**config.mk**
```make
export PLATFORM = sky130hd
export DESIGN_NAME = prog_loader
export DESIGN_NICKNAME = d
export VERILOG_FILES = /design/src/rtl/sisc_loader_pkg.sv /design/src/rtl/ld_word_pack.sv /design/src/rtl/prog_loader.sv
export SDC_FILE = /design/constraint.sdc
export NUM_CORES = 1
export LEC_CHECK = 0
export ABC_CLOCK_PERIOD_IN_PS = 2600
export CAP_MARGIN = 20
export CORE_UTILIZATION = 35
export DETAILED_ROUTE_END_ITERATION = 16
export GPL_ROUTABILITY_DRIVEN = 0
export MAX_ROUTING_LAYER = met4
export SKIP_CTS_REPAIR_TIMING = 1
export SLEW_MARGIN = 10
export SYNTH_ARGS = -nofsm -noshare
export SYNTH_HDL_FRONTEND = slang
export SYNTH_SLANG_ARGS = --single-unit
```
**constraint.sdc**
```tcl
create_clock -name clk -period 2.6 [get_ports clk]
set_clock_uncertainty 0.2 [all_clocks]
set_input_delay 0.26 -clock clk [delete_from_list [all_inputs] [get_ports clk]]
set_output_delay 0.26 -clock clk [all_outputs]
set_load 0.02 [all_outputs]
```
**src/rtl/sisc_loader_pkg.sv**
```systemverilog
// Shared types and constants for the SISC boot-time program loader.
package sisc_loader_pkg;

    localparam logic [7:0] SYNC_BYTE = 8'hA5;
    localparam int unsigned MAX_WORDS_DEF = 1024;

    typedef enum logic [2:0] {
        ST_SYNC  = 3'd0,
        ST_LEN_H = 3'd1,
        ST_LEN_L = 3'd2,
        ST_DATA  = 3'd3,
        ST_CSUM  = 3'd4,
        ST_RUN   = 3'd5,
        ST_ERR   = 3'd6
    } ld_state_t;

endpackage

```
**src/rtl/ld_word_pack.sv**
```systemverilog
// Packs accepted payload bytes MSB-first into 32-bit words.
// The completed word and its strobe are combinational so the loader can register the write on the same edge.
module ld_word_pack (
    input  logic        clk,
    input  logic        rst_f,
    input  logic        clear,
    input  logic        en,
    input  logic [7:0]  data,
    output logic [31:0] word_c,
    output logic        last_c
);

    logic [1:0]  cnt_q;
    logic [23:0] asm_q;

    // Only the lower three bytes need storing; the fourth arrives with the strobe.
    assign word_c = {asm_q, data};
    assign last_c = en && (cnt_q == 2'd3);

    always_ff @(posedge clk) begin
        if (rst_f || clear) begin
            cnt_q <= 2'd0;
            asm_q <= 24'd0;
        end else if (en) begin
            cnt_q <= cnt_q + 2'd1;
            asm_q <= word_c[23:0];
        end
    end

endmodule

```
**src/rtl/prog_loader.sv**
```systemverilog
// Boot loader: framed byte stream -> instruction memory words, core held in reset
// until a complete, checksum-verified program has been written.
module prog_loader
    import sisc_loader_pkg::*;
#(
    parameter int unsigned ADDR_W    = 16,
    parameter int unsigned MAX_WORDS = MAX_WORDS_DEF
) (
    input  logic              clk,
    input  logic              rst_f,
    input  logic              in_valid,
    input  logic [7:0]        in_data,
    output logic              in_ready,
    output logic              im_we,
    output logic [ADDR_W-1:0] im_addr,
    output logic [31:0]       im_wdata,
    output logic              core_rst_f,
    output logic              busy,
    output logic              done,
    output logic              err
);

    ld_state_t         state_q, state_d;
    logic [15:0]       len_q, len_d;
    logic [ADDR_W-1:0] widx_q, widx_d;
    logic [7:0]        csum_q, csum_d;

    logic        xfer_c;
    logic        pack_en_c;
    logic        pack_clr_c;
    logic [31:0] word_c;
    logic        last_c;

    logic ready_d, busy_d, done_d, err_d, core_rst_d;

    assign xfer_c     = in_valid && in_ready;
    assign pack_en_c  = xfer_c && (state_q == ST_DATA);
    assign pack_clr_c = (state_q != ST_DATA);

    ld_word_pack u_pack (
        .clk    (clk),
        .rst_f  (rst_f),
        .clear  (pack_clr_c),
        .en     (pack_en_c),
        .data   (in_data),
        .word_c (word_c),
        .last_c (last_c)
    );

    // Next-state, length/index/checksum and registered-output intent.
    always_comb begin
        state_d    = state_q;
        len_d      = len_q;
        widx_d     = widx_q;
        csum_d     = csum_q;
        ready_d    = 1'b0;
        busy_d     = 1'b0;
        done_d     = 1'b0;
        err_d      = 1'b0;
        core_rst_d = 1'b0;

        case (state_q)
            ST_SYNC: begin
                if (xfer_c && (in_data == SYNC_BYTE)) state_d = ST_LEN_H;
            end
            ST_LEN_H: begin
                if (xfer_c) begin
                    len_d   = {in_data, 8'h00};
                    state_d = ST_LEN_L;
                end
            end
            ST_LEN_L: begin
                if (xfer_c) begin
                    len_d  = {len_q[15:8], in_data};
                    widx_d = '0;
                    csum_d = 8'h00;
                    if ((len_d == 16'd0) || (32'(len_d) > 32'(MAX_WORDS)))
                        state_d = ST_ERR;
                    else
                        state_d = ST_DATA;
                end
            end
            ST_DATA: begin
                if (xfer_c) begin
                    csum_d = csum_q ^ in_data;
                    if (last_c) begin
                        widx_d = widx_q + ADDR_W'(1);
                        if ((32'(widx_q) + 32'd1) == 32'(len_q)) state_d = ST_CSUM;
                    end
                end
            end
            ST_CSUM: begin
                if (xfer_c) state_d = (in_data == csum_q) ? ST_RUN : ST_ERR;
            end
            default: ;
        endcase

        ready_d    = (state_d != ST_RUN) && (state_d != ST_ERR);
        busy_d     = ready_d && (state_d != ST_SYNC);
        done_d     = (state_d == ST_RUN);
        core_rst_d = (state_d == ST_RUN);
        err_d      = (state_d == ST_ERR);
    end

    always_ff @(posedge clk) begin
        if (rst_f) begin
            state_q    <= ST_SYNC;
            len_q      <= 16'd0;
            widx_q     <= '0;
            csum_q     <= 8'h00;
            in_ready   <= 1'b0;
            im_we      <= 1'b0;
            im_addr    <= '0;
            im_wdata   <= 32'd0;
            core_rst_f <= 1'b0;
            busy       <= 1'b0;
            done       <= 1'b0;
            err        <= 1'b0;
        end else begin
            state_q    <= state_d;
            len_q      <= len_d;
            widx_q     <= widx_d;
            csum_q     <= csum_d;
            in_ready   <= ready_d;
            im_we      <= last_c;
            if (last_c) begin
                im_addr  <= widx_q;
                im_wdata <= word_c;
            end
            core_rst_f <= core_rst_d;
            busy       <= busy_d;
            done       <= done_d;
            err        <= err_d;
        end
    end

endmodule

```
Word-level counts from Yosys, hierarchy flattened
Index checks and enable logic that the tools add are counted.
{"block": "word_totals", "elab_cells": 74, "regBits": 122}
{"block": "classes", "mux": 20, "order_cmp": 1, "eq_ne": 17, "add_sub_neg": 3, "bitwise_logic": 2, "n_reduce_logical": 17}
{"operator": "$mux 16", "count": 4}
{"operator": "$pmux 16 s2", "count": 2}
{"operator": "$mux 3", "count": 8}
{"operator": "$mux 8", "count": 3}
{"operator": "$add 16x1->17 const B", "count": 1}
{"operator": "$eq 17x16->1", "count": 1}
{"operator": "$add 16x1->16 const B", "count": 1}
{"operator": "$gt 16x11->1 const B", "count": 1}
{"operator": "$logic_not 16->1", "count": 1}
{"operator": "$pmux 8 s2", "count": 1}
{"operator": "$pmux 3 s5", "count": 1}
{"operator": "$eq 3x3->1 const B", "count": 3}
{"operator": "$reduce_and 3->1", "count": 3}
{"operator": "$eq 8x8->1", "count": 1}
{"operator": "$eq 8x8->1 const B", "count": 1}
{"operator": "$ne 2x2->1 const B", "count": 4}
{"operator": "$xor 8x8->8", "count": 1}
{"operator": "$eq 3x2->1 const B", "count": 2}
{"operator": "$logic_and 1x1->1", "count": 6}
{"operator": "$ne 3x3->1 const B", "count": 2}
{"operator": "$reduce_and 4->1", "count": 1}
{"operator": "$reduce_bool 2->1", "count": 2}
{"operator": "$eq 3x1->1 const B", "count": 1}
{"operator": "$logic_not 3->1", "count": 1}
{"operator": "7 further kinds", "count": 8}

Longest topological paths before layout
Gate-level depths: netlist (run 1).
{"block": "logic_depth", "depth_word": 9, "mapped_depth": 9, "mapped_depth_nobuf": 8}

By module
Synthesis (run 1) repeated with hierarchy kept, for this count alone.
{"block": "hier_totals", "hier_cells": 635, "area_unflattened_um2": 5641.7}
{"module": "prog_loader", "seq_area_each_um2": 1921.8, "instances": 1, "area_per_inst_um2": 4601.9, "cells_each": 540}
{"module": "ld_word_pack", "seq_area_each_um2": 520.5, "instances": 1, "area_per_inst_um2": 1039.7, "cells_each": 95}

Worst setup path before layout (run 1)
No wires, ideal clock.
{"block": "synth_path", "path_kind": "reg2reg", "start": "reg widx_q[0]", "end": "reg err", "stages_incl_launch_ff": 10, "arrival_ns": 2.585, "path_slack_ns": -0.272, "setup_time_ns": 0.087, "path_buffers": 1, "t_required_ns": 2.313, "period_less_slack_ns": 2.872, "path_cell_list": "dfxtp_1 -> ha_1 -> buf_4 -> nand3_4 -> or3_4 -> a2111oi_4 -> o2111ai_1 -> a2111oi_4 -> o211a_1 -> nor4b_2"}
{"block": "synth_between", "elab_chain_cells": 7}
{"item": "from (decl)", "line": "prog_loader.sv:25", "rtl": "logic [ADDR_W-1:0] widx_q, widx_d;"}
{"item": "from (signal assigned)", "line": "prog_loader.sv:122", "rtl": "widx_q <= widx_d;"}
{"item": "$add 16x1->17", "line": "prog_loader.sv:88", "rtl": "if ((32'(widx_q) + 32'd1) == 32'(len_q)) state_d = ST_CSUM;"}
{"item": "$eq 17x16->1", "line": "prog_loader.sv:88"}
{"item": "$mux 3", "line": "prog_loader.sv:88"}
{"item": "$mux 3", "line": "prog_loader.sv:86", "rtl": "if (last_c) begin"}
{"item": "$mux 3", "line": "prog_loader.sv:84", "rtl": "if (xfer_c) begin"}
{"item": "$pmux 3 s5", "line": "prog_loader.sv:62", "rtl": "case (state_q)"}
{"item": "$eq 3x3->1", "line": "prog_loader.sv:102", "rtl": "err_d = (state_d == ST_ERR);"}
{"item": "to (signal assigned)", "line": "prog_loader.sv:133", "rtl": "err <= err_d;"}
{"item": "to (decl)", "line": "prog_loader.sv:20", "rtl": "output logic err"}
No other way between the ends.
A chain may end at the register's enable or synchronous reset.

Worst setup path in the final report (run 1)
{"block": "layout_path", "start": "reg widx_q[0]", "end": "reg busy"}
{"block": "layout_between", "elab_chain_cells": 9, "elab_cells_between_ends": 11}
{"item": "$add 16x1->17 *", "line": "prog_loader.sv:88"}
{"item": "$eq 17x16->1 *", "line": "prog_loader.sv:88"}
{"item": "$mux 3 *", "line": "prog_loader.sv:88"}
{"item": "$mux 3 *", "line": "prog_loader.sv:86"}
{"item": "$mux 3 *", "line": "prog_loader.sv:84"}
{"item": "$pmux 3 s5 *", "line": "prog_loader.sv:62"}
{"item": "$ne 3x3->1", "line": "prog_loader.sv:98", "rtl": "ready_d = (state_d != ST_RUN) && (state_d != ST_ERR);"}
{"item": "$logic_and 1x1->1", "line": "prog_loader.sv:98"}
{"item": "$logic_and 1x1->1 *", "line": "prog_loader.sv:99", "rtl": "busy_d = ready_d && (state_d != ST_SYNC);"}
{"item": "to (signal assigned)", "line": "prog_loader.sv:131", "rtl": "busy <= busy_d;"}
{"item": "to (decl)", "line": "prog_loader.sv:18", "rtl": "output logic busy,"}
Mark *: on every way between the ends. The rest lies on a longest branch, timed or not.

==> results of run 1 <==
[per-layer routing]
metal,wire [um],share of wire (%)
met2,6420,45
met5,0,0
met1,6840,48
met3,637,4.5
met4,385,2.7
[critical path, cell delays in order, from the launching register on]
cell       delay, ps
dfxtp_4          360
ha_4             150
nand3_4          110
buf_4            170
or4_1            510
a21oi_1          160
a311o_1          190
a2111oi_4         80
buf_4            170
o211a_4          240
a211oi_1         250
[worst paths after layout]
path                                   start           end  slack (ps)  depth (start not counted)
worst max register to register     widx_q[0]          busy        -100                         10
worst min register to register  im_wdata[10]  im_wdata[10]         250                          2
worst max-delay path               widx_q[0]          busy        -100                         10
worst min-delay path                   rst_f    im_addr[2]         210                          3
[flip-flops by register name, indices dropped and copies added, names as in the netlist]
name / flops
err: 1
im_addr: 16
im_we: 1
done: 1
csum_q: 8
len_q: 16
u_pack.cnt_q: 2
widx_q: 16
busy: 1
u_pack.asm_q: 24
state_q: 3
in_ready: 1
im_wdata: 32
[power breakdown]
part / switching (mW) / internal [mW]
Sequential: 0.00128 / 1.87
Clock: 0.870 / 1.79
Combinational: 0.0593 / 0.0374
Total: 0.931 / 3.70
[synthesized netlist by cell type, drive strengths merged (6+ instances only)]
cell	count
nor3	10
nand3	19
nand2b	6
buf	10
nand2	173
inv	7
xnor2	21
nor4	6
a22oi	8
clkbuf	49
xor2	11
dfxtp	122
nor2	42
a21oi	102
o21ai	28
nand4	9
[logic make-up (layout without fill, tap and decap cells)]
| kind of cell | after synthesis | after routing | share of synthesized area (%) |
|---|---|---|---|
| xor+xnor | 32 | 32 | 5.28 |
| fa+ha+maj | 2 | 2 | 0.472 |
| simple gates | 291 | 291 | 24.5 |
| buf+inv | 66 | 169 | 5.12 |
| flops | 122 | 122 | 46.0 |
| compound gates | 167 | 167 | 18.5 |
[cell type report]
cell class | instances | share of cell area, %
Clock inverter | 12 | 2.85
Clock buffer | 20 | 6.47
Sequential cell | 122 | 33.9
Timing Repair Buffer | 130 | 16.0
Tap cell | 184 | 3.18
Multi-Input combinational cell | 492 | 37.2
Inverter | 7 | 0.363
==> results.toml, run 1 <==
[die]
die_h_um = 125
num_rows = 44
coreArea_um2 = 14600
die_w_um = 125
die_area_um2 = 15700
initial_core_util_pct = 36.2
io_pins = 65

[clocking]
clockBufferDepth = 2
clk_latency_ps = 420
cts_tree = "done"
cts_root_buf = "clkbuf_16"
ctsHtreeMaxLevel = 4
cts_made_buffers = 17
clk_pin_slew_worst_paths_ps = 60
cts_num_sinks = 122

[pwr]
p_total_mw = 4.63
leakage_nw = 2.56
p_per_area_nw_per_um2 = 640
ir_worst_vdd_uv = 491

[job]
drv_cap = 0

[detailed_routing]
drtIter0Drc = 305
wirelength_um = 14300
avgViaCountPerCell = 5.08
wl_per_cell_um = 14.8
drc = 0
postRouteAntennaNets = 0
drtPass1Iterations = 9
via_count = 4914

[status]
violations = "setup timing"
status = "finished, violations left"

[logic_synthesis]
netlist.area_leader.share_pct = 46.0
syn_inst = 680
synth_area_per_cell_um2 = 7.80
ys_warn_count = 0
synth_area_leaders = "dfxtp_1 (46%), nand2_1 (12%), a21oi_1 (9.6%)"
synth_edf_count = 0
ys_seq_area_share_pct = 46.0
synth_top_flop_cell = "dfxtp_1"
syn_area_um2 = 5300
synth_nets = 693
ys_seq_elements = 122
synth_area_leader_cell = "dfxtp_1"
synth.distinct_cells = 51
async_flop_share_pct = 0

[cells_and_area]
mostFrequentLayoutCell = "nand2_1"
fill_cells = 1410
most-common-layout-cells = "nand2_1 (172), dfxtp_1 (118), a21oi_1 (102)"
drive_gt1_share_pct = 16.0
final_area_um2 = 7230
diodes = 0
multi_input_area_um2 = 2690
final_util_pct = 49.4
syn2layout_area_growth_pct = 36.4
fin_nets = 783
finalNonFillerCells = 967
seq_area_um2 = 2450

[sta]
drv_slew = 0
period_minus_slack_ps = 2700
slew_headroom_pct = 65.4
hold_viol = 0
holdWs_ps = 209
fin_setup_tns_ps = -204
worst_pin_slew_ps = 517
finalWorstSetupSlack_ps = -100
max_clock_freq_ghz = 0.370
setup_violations = 3
final.period_utilization_pct = 104
rsz0062_at_grt = "yes"

[place]
preCtsSetupSlack_ps = -200
place_inst = 933
port_buffers = 64
placed_cell_area_um2 = 6460
hpwl_um = 9890

[worst_setup_path]
start_kind = "register"
cp_data_required_time_ps = 2720
crit_path_end_kind = "register"
cp_data_arrival_time_ps = 2820
path_max_fanout = 6
worstSetupPathType = "register to register"

[grt]
grt_pass1_wl_um = 23600
track_usage_pct = 19.7
overflow = 0
antenna_found_initial = 0
top_usage_layer = "met2"
use_met2_pct = 29.4
grt_pass1_vias = 4806
met1_usage_pct = 25.0
grt_use_met3_pct = 4.32
grt_start_max_net_pins = 49

[hold_path]
hp-class = "input pin to register"
(Power assumes the default switching activity.)
==> run 2: changes to the inputs <==
--- a/config.mk
+++ b/config.mk
@@ -7,6 +7,7 @@
 export LEC_CHECK = 0
 export ABC_CLOCK_PERIOD_IN_PS = 2600
 export CAP_MARGIN = 20
+export CORE_MARGIN = 2
 export CORE_UTILIZATION = 35
 export DETAILED_ROUTE_END_ITERATION = 16
 export GPL_ROUTABILITY_DRIVEN = 0
==> results.toml, run 2 (synthesis gave the netlist of run 1 again) <==
[cells_and_area]
reg_top3 = "im_wdata (32), u_pack.asm_q (24)"
largest_reg_flops = 32
diodes = 0
fill_cells = 1427
multi_input_area_um2 = 2660
seq_area_um2 = 2450
final_area_um2 = 7130
drive_gt1_share_pct = 15.6
finalNonFillerCells = 966
syn2layout_area_growth_pct = 34.5
top_register = "im_wdata"
most-common-layout-cells = "nand2_1 (172), dfxtp_1 (118), a21oi_1 (102)"
fin_nets = 782
mostFrequentLayoutCell = "nand2_1"

[sta]
hold_viol = 0
slew_headroom_pct = 66.0
period_minus_slack_ps = 2700
drv_slew = 0
final.period_utilization_pct = 104
rsz0062_at_grt = "yes"
setup_violations = 4
fin_setup_tns_ps = -321
worst_pin_slew_ps = 508
finalWorstSetupSlack_ps = -104
max_clock_freq_ghz = 0.370

[pwr]
swShare_pct = 21.4
p_total_mw = 4.36
p_per_area_nw_per_um2 = 612
switchingPower_mw = 0.934
ir_worst_vdd_uv = 364
power.share.sequential_pct = 42.9
combPwrFrac_pct = 2.2
leakage_nw = 2.50
internal_power_mw = 3.43
p_clk_share_pct = 54.9

[detailed_routing]
drtIter0Drc = 300
drc = 0
drtPass1Iterations = 5
avgViaCountPerCell = 5.18
wl_per_cell_um = 14.7
postRouteAntennaNets = 0
wirelength_um = 14200
via_count = 5000

[hold_path]
hp-class = "register to register"

[die]
initial_core_util_pct = 36.2
die_w_um = 127
die_area_um2 = 16200
coreArea_um2 = 14600
num_rows = 44
die_h_um = 127
io_pins = 65

[clocking]
clockBufferDepth = 2
cts_made_buffers = 17
cts_num_sinks = 122
clk_latency_ps = 440
ctsHtreeMaxLevel = 4
clk_pin_slew_worst_paths_ps = 60
cts_root_buf = "clkbuf_16"
cts_tree = "done"

[worst_setup_path]
worstSetupPathType = "register to register"
crit_path_end_kind = "register"
cp_data_required_time_ps = 2710
cp_data_arrival_time_ps = 2810
path_max_fanout = 6
start_kind = "register"

[place]
preCtsSetupSlack_ps = -180
hpwl_um = 10000
placed_cell_area_um2 = 6430
place_inst = 929
port_buffers = 64

[grt]
antenna_found_initial = 0
grt_pass1_vias = 4867
grt_pass1_wl_um = 23400
overflow = 0
grt_start_max_net_pins = 49
track_usage_pct = 18.7

[job]
drv_cap = 0

[status]
status = "finished, violations left"
violations = "setup timing"
-- run 2: cell types whose count changed in the layout (fill, tap and decap cells not counted), moves of 2 or more --
cell / before / now
nor4_1: 4 / 6
bufinv_16: 5 / 2
clkinv_2: 1 / 3
buf_4: 64 / 62
nor4_2: 2 / 0
-- run 2: final cells by class --
type                            count  area share (%)
Clock inverter                     12            1.88
Sequential cell                   122            34.4
Multi-Input combinational cell    492            37.3
Clock buffer                       20            6.70
Inverter                            7           0.368
Tap cell                          184            3.23
Timing Repair Buffer              129            16.1
-- run 2: power by group through the flow --
stage	combinational [mW]	sequential, mW	clock (mW)
floorplan	0.0473	1.91	0
global placement	0.0944	1.91	0
detailed placement	0.0949	1.91	0
CTS	0.0957	1.87	2.45
global route	0.105	1.87	2.53
finish	0.0973	1.87	2.40
-- run 2: path summary, 6_finish.rpt --
| check | depth (start not counted) | slack, ps | start | to |
|---|---|---|---|---|
| worst max-delay path | 10 | -100 | widx_q[1] | state_q[0] |
| worst min register to register | 2 | 250 | u_pack.asm_q[21] | im_wdata[29] |
| worst min-delay path | 2 | 250 | u_pack.asm_q[21] | im_wdata[29] |
| worst max register to register | 10 | -100 | widx_q[1] | state_q[0] |
-- run 2: stage by stage --
stage | hold WS, ps | utilization [%]
after floorplan | 232 | -
after global placement | 246 | 43.9
after detailed placement | 248 | 43.9
after CTS | -98.5 | 48.1
after global routing | 276 | 48.7
final | 248 | 48.7
-- run 2: layer usage --
layer | part of all wire [%] | vias to the layer above | global-route usage [%]
li1 | - | 2485 | -
met1 | 48 | 2353 | 23.7
met2 | 46 | 141 | 28.5
met3 | 4.4 | 21 | 3.85
met4 | 2.0 | 0 | 9.24
met5 | 0 | - | -
-- run 2: critical path, cell delays in order, from the launching register on --
cell and delay [ps]:
dfxtp_4 380, ha_4 150, nand3_4 90, or3_4 390
a2111oi_4 300, o2111ai_2 190, a2111oi_4 330, buf_4 200
o211a_4 190, buf_4 110, nor2_1 30
